==> config.mk <==
export PLATFORM = sky130hd
export DESIGN_NAME = axis_cic_integrator_chain
export DESIGN_NICKNAME = d
export VERILOG_FILES = /design/src/rtl/axis_cic_integrator_chain.sv
export SDC_FILE = /design/constraint.sdc
export NUM_CORES = 1
export LEC_CHECK = 0
export ABC_AREA = 0
export BUFFER_PORTS_ARGS = -buffer_cell sky130_fd_sc_hd__buf_2
export CORE_MARGIN = 2
export CORE_UTILIZATION = 62
export CTS_BUF_LIST = sky130_fd_sc_hd__clkbuf_16
export DETAILED_ROUTE_END_ITERATION = 12
export PLACE_DENSITY = 0.82
export SYNTH_ARGS = -nofsm -noshare
export SYNTH_HDL_FRONTEND = slang
export SYNTH_SLANG_ARGS = --single-unit
==> constraint.sdc <==
create_clock -name aclk -period 3.6 [get_ports aclk]
set_clock_uncertainty 0.2 [all_clocks]
set_input_delay 0.9 -clock aclk [delete_from_list [all_inputs] [get_ports aclk]]
set_output_delay 0.9 -clock aclk [all_outputs]
set_load 0.03 [all_outputs]
==> src/rtl/axis_cic_integrator_chain.sv <==
// -----------------------------------------------------------------------------
// axis_cic_integrator_chain
//
// Purpose:
//   Cascade of N_STAGES pipelined integrators forming the integrator section of
//   a CIC interpolator/decimator. AXI-Stream in and out with full backpressure.
//   Input samples are sign-extended to CIC_WIDTH. Accumulation is modular
//   (wrap-around, no saturation) because the downstream comb section depends on
//   two's-complement wrap cancelling out.
//
// Parameters:
//   WIDTH      input sample width (two's complement)
//   N_STAGES   number of cascaded integrators (1..8)
//   GROWTH     register growth bits
//   SIGN       extra guard/sign bit
//   CIC_WIDTH  accumulator/output width = WIDTH + GROWTH + SIGN (derived)
//
// Ports:
//   aclk                clock
//   arst                synchronous active-high reset
//   s_axis_data_tdata   input sample (signed, WIDTH bits)
//   s_axis_data_tvalid  input valid
//   s_axis_data_tready  input ready (= global pipeline advance)
//   m_axis_data_tdata   output sample = last-stage accumulator (CIC_WIDTH bits)
//   m_axis_data_tvalid  output valid
//   m_axis_data_tready  downstream ready
//   intg_clear          accumulator flush (only with CIC_INTG_CLEAR_EN)
//
// Configuration macro:
//   CIC_INTG_CLEAR_EN   adds the intg_clear port. A clear at a rising edge
//                       zeroes every accumulator and stage valid, dropping any
//                       in-flight or pending output. Priority: arst > intg_clear
//                       > normal advance.
// -----------------------------------------------------------------------------
module axis_cic_integrator_chain #(
   parameter int unsigned WIDTH     = 16,
   parameter int unsigned N_STAGES  = 3,
   parameter int unsigned GROWTH    = 7,
   parameter int unsigned SIGN      = 1,
   localparam int unsigned CIC_WIDTH = WIDTH + GROWTH + SIGN
) (
   input  logic                 aclk,
   input  logic                 arst,
`ifdef CIC_INTG_CLEAR_EN
   input  logic                 intg_clear,
`endif
   input  logic [WIDTH-1:0]     s_axis_data_tdata,
   input  logic                 s_axis_data_tvalid,
   output logic                 s_axis_data_tready,
   output logic [CIC_WIDTH-1:0] m_axis_data_tdata,
   output logic                 m_axis_data_tvalid,
   input  logic                 m_axis_data_tready
);

   // Per-stage accumulators and slot valids. Stage N_STAGES-1 is the output
   // register, so the chain has exactly N_STAGES register stages of latency.
   logic [CIC_WIDTH-1:0] acc_q [N_STAGES];
   logic [CIC_WIDTH-1:0] acc_d [N_STAGES];
   logic [N_STAGES-1:0]  v_q;
   logic [N_STAGES-1:0]  v_d;

   logic                 ce;
   logic                 flush;
   logic [CIC_WIDTH-1:0] x_ext;

   // The whole chain moves in lockstep: it advances whenever the output slot is
   // empty or being consumed. Bubbles travel as invalid slots rather than being
   // squeezed out, which keeps the control to a single enable.
   assign ce = ~v_q[N_STAGES-1] | m_axis_data_tready;
   assign s_axis_data_tready = ce;

   assign x_ext = CIC_WIDTH'($signed(s_axis_data_tdata));

`ifdef CIC_INTG_CLEAR_EN
   assign flush = intg_clear;
`else
   assign flush = 1'b0;
`endif

   // Next-state: each stage integrates only when its upstream slot is valid, so
   // the output equals an ideal cascade integrator over accepted samples only.
   always_comb begin
      acc_d = acc_q;
      v_d   = v_q;
      if (ce) begin
         v_d[0] = s_axis_data_tvalid;
         if (s_axis_data_tvalid) begin
            acc_d[0] = acc_q[0] + x_ext;
         end
         for (int k = 1; k < int'(N_STAGES); k++) begin
            v_d[k] = v_q[k-1];
            if (v_q[k-1]) begin
               // Stage k sees stage k-1's value from before this edge, which is
               // already the updated sum for the sample now moving into stage k.
               acc_d[k] = acc_q[k] + acc_q[k-1];
            end
         end
      end
   end

   always_ff @(posedge aclk) begin
      if (arst || flush) begin
         for (int k = 0; k < int'(N_STAGES); k++) begin
            acc_q[k] <= '0;
         end
         v_q <= '0;
      end else begin
         for (int k = 0; k < int'(N_STAGES); k++) begin
            acc_q[k] <= acc_d[k];
         end
         v_q <= v_d;
      end
   end

   assign m_axis_data_tdata  = acc_q[N_STAGES-1];
   assign m_axis_data_tvalid = v_q[N_STAGES-1];

endmodule

==> results.md <==
* Status: complete, no violations
* Layout Cells excl Fill at 955
* Gpl congestion at about 0.91
* Largest cells by area after synthesis: dfxtp_1 25%, ha_1 14%, nand2_1 8.5%, a21oi_1 8.2%, xnor2_1 5.3%
* Pwr/cell area at between 300 and 400 nW/um^2
* Slew HR at roughly three fifths
* CP top delay family: compound AO/OA/AOI/OAI gates
* Clock Tree Buf Depth at 2
* Total track usage at 28.65%
* Post-synthesis instance total at ~810
* Most frequent cells after synthesis: 138 x nand2_1, 100 x a21oi_1, 75 x dfxtp_1, 69 x ha_1, 49 x nor2_1
* TritonRoute pass-1 iters at 7
* Antenna-violating nets left at 0
* Synth Area in XOR/XNOR at 7.299%
* Area of the multi-input gates at 4264 um^2
* Setup violators final at 0
* Worst path arrival time at 3210 ps
* Sw Share at around 33%
* Total number of vias at 5794
* Largest family of logic cells by synthesized area: compound AO/OA/AOI/OAI gates
* Area grow syn2layout at 7.544%
* WP data required at approximately 3600 ps
* Period Utilization, post-route at around nine tenths
* R2r endpoint: acc_q[42]
* Wirelength per Cell at ~15 um
* Post-synthesis cell area at between 6000 and 7000 um^2
* Register share of total power at 36.9%
* Seq/Total Area, Yosys at between 20% and 30%
* H-tree levels at 3
* Max-cap viol count at 0
* Setup crit start: s_axis_data_tdata[0]
* Die Span Y at a little over 100 um
* R2r startpoint: acc_q[24]
* CP startpoint kind: input pin
* CP bufs+invs at 1
* Setup TNS Final at 0 ps
* Post-synth EDFFs at 0
* Most common cell in the synthesized netlist: nand2_1
* Post-cts repair resize count at 0
* Post-synthesis mux area share at less than 1%
* Filler Cells Inserted at roughly 800
* Largest net degree at the start of global routing at 46
* Min Clock Period, post-route at ~3200 ps
* Die Wd at 103.4 um
* Post-synthesis async set-or-reset flop share at 0%
* Via density at 6.067
* Skew-Pair Late Insertion Delay at about 340 ps
* CTS root buf: clkbuf_16
* Hold path depth at 2
* First-pass GRT wire length at approximately 25000 um
* DRC Markers at 0
* Critical path's slowest cell: fa_1
* HPWL Detailed at 11180 um
* Post-synthesis adder-cell area fraction at 15.09%
* NetSw at 0.8556 mW
* Crit path cell chain: buf_2 > ha_1 > fa_1 > a21o_1 > a21o_1 > a31oi_1 > a31oi_1 > a31o_2 > a31oi_1 > xor2_1 > o21ai_0
* CTS Sinks at between 70 and 80
* Worst Hold Class: reg2reg
* Peak per-stage delay on the critical path at just over 400 ps
* Final instance area at around 6600 um^2
* Worst-path maximum fanout at 3
* Final Hold Viols at 0
* Slew Limit Fails at 0
* Seq. cell area at approximately 1500 um^2
* IO buf count at 45
* Simple-gate portion of the synthesized area at around 20%
* Postcts setup bufs at 0
* Ys flop type: dfxtp_1
* Core area at 9684 um^2
* RSZ-0062 raised after global routing: false
* Number of DRC markers in iteration 0 at around 420
* Crit path top cell by count: a31oi_1
* Worst r2r path cells at 10
* Dpl cells at between 900 and 1000
* Leak Pwr at 2.891 nW
* Critical path depth in cells at 11
* CTS tree: yes
* Endpoint class of the critical path: register
* Setup CP Type: in2reg
* TritonCTS buffer count at 9
* Cts hold-fix bufs at 0
* Synthesized Nets at between 800 and 900
* Yosys cell types at 68
* R2R Setup Slk at approximately 530 ps
* Dpl cell area at roughly 6300 um^2
* Final #Nets at about 900
* Initial Util at 63.19%
* FF+latch count, synth at 75
* Total I/O pin count at 46
* Share of layout cells above drive strength 1 at 10.10%
* Cell taking the most area after synthesis: dfxtp_1
* Num rows at 36
* Synthesis Warnings at 0
* Slew @ Worst Pin at ~570 ps
* N_diodes at 0
* Via count of the first global-routing pass at 5404
* Mapped Avg Cell Area at roughly 7.6 um^2
* Die area at 10680 um^2
* VDD IR max at 0.0001920 V
* Post-Route WL at 14440 um
* Grt ovf at 0
* Int Pwr at around 1.7 mW
* Antenna violations before repair at 0
* Crit path to: acc_q[68]
* Yosys top cell area share at about a quarter
* Clock Power Share at roughly a third
* Comb pwr share at between 20% and 30%
* Pwr Total at roughly 2.6 mW
* FMAX at ~0.31 GHz
* CTS clock-pin slew for the worst setup and hold paths at approximately 60 ps
* Synth Area in Compound Gates at a little over a quarter
==> logic make-up (layout without fill, tap and decap cells) <==
group / Yosys count / in the layout
adders and majority gates: 72 / 72
muxes: 2 / 2
and+or+nand+nor: 271 / 271
xor gates and xnor gates: 51 / 51
DFF: 75 / 75
buffers and inverters: 69 / 85
AOI/OAI and AO/OA: 266 / 266
==> worst min-delay path by stage <==
stage                                startpoint                    end  slack [ps]
after detailed placement                 v_q[0]                 v_q[0]         260
after CTS                                v_q[0]                 v_q[0]         270
final                                    v_q[0]                 v_q[0]         260
after global placement                   v_q[0]                 v_q[0]         260
after floorplan           m_axis_data_tdata[18]  m_axis_data_tdata[18]         240
after global routing                     v_q[0]                 v_q[0]         290
==> flip-flops by register name (all words and copies together), names as in the netlist <==
signal	cells
acc_q	48
m_axis_data_tdata	24
v_q	3
==> per-layer routing <==
layer / GRT usage, % / part of all wire [%] / vias to the layer above
met2: 47.30 / 47 / 191
met3: 3.562 / 5.3 / 29
met1: 38.02 / 46 / 2654
met4: 11.54 / 2.0 / 0
met5: 0 / 0 / -
li1: - / - / 2920
==> area by class of cell <==
cell class | instances | share of cell area [%]
Sequential cell | 75 | 22.81
Multi-Input combinational cell | 662 | 64.79
Tap cell | 133 | 2.529
Inverter | 15 | 0.8555
Timing Repair Buffer | 54 | 4.449
Clock inverter | 7 | 1.141
Clock buffer | 9 | 3.422
==> power by group through the flow <==
stage	clock network, mW	registers, mW	logic, mW
after detailed placement	0	0.977	0.721
after CTS	0.910	0.959	0.727
after global routing	0.947	0.968	0.820
after floorplan	0	0.949	0.587
final	0.901	0.960	0.737
after global placement	0	0.974	0.698
==> placed cells by master, fill, tap and decap left out, types with 6 or more instances in the layout <==
cell type	n
o21ai_1	7
o21bai_1	12
dfxtp_1	75
a21o_1	25
xor2_1	14
clkbuf_16	9
o21ai_0	39
or3_1	7
nor2_1	49
nand2_1	138
and2_1	9
buf_2	45
ha_1	69
a211oi_1	13
buf_4	9
o21a_1	9
nor3_1	8
nor2b_1	6
nand4_1	8
inv_1	15
nand3_1	29
a31oi_1	12
xnor2_1	37
a21oi_1	100
==> metrics by stage <==
step	hold slack, ps	worst slack (ps)	utilization, %
3_5_place_dp	260.5	92.61	64.86
5_1_grt	285.5	223.8	67.96
4_1_cts	268.9	449.3	67.96
3_3_place_gp	255.5	124.3	64.86
6_report	264.1	412.1	67.96
2_1_floorplan	243.2	365.3	-
==> worst register-to-register path, stage by stage (launching register included) <==
cell       delay [ps]
dfxtp_1           340
ha_1              240
fa_1              420
a21oi_1           200
o21ai_1           130
a2111oi_2         490
o21ai_1           250
a21boi_1          300
o21ai_0           160
xnor2_1           150
o21ai_0           140
(Power assumes the default switching activity.)
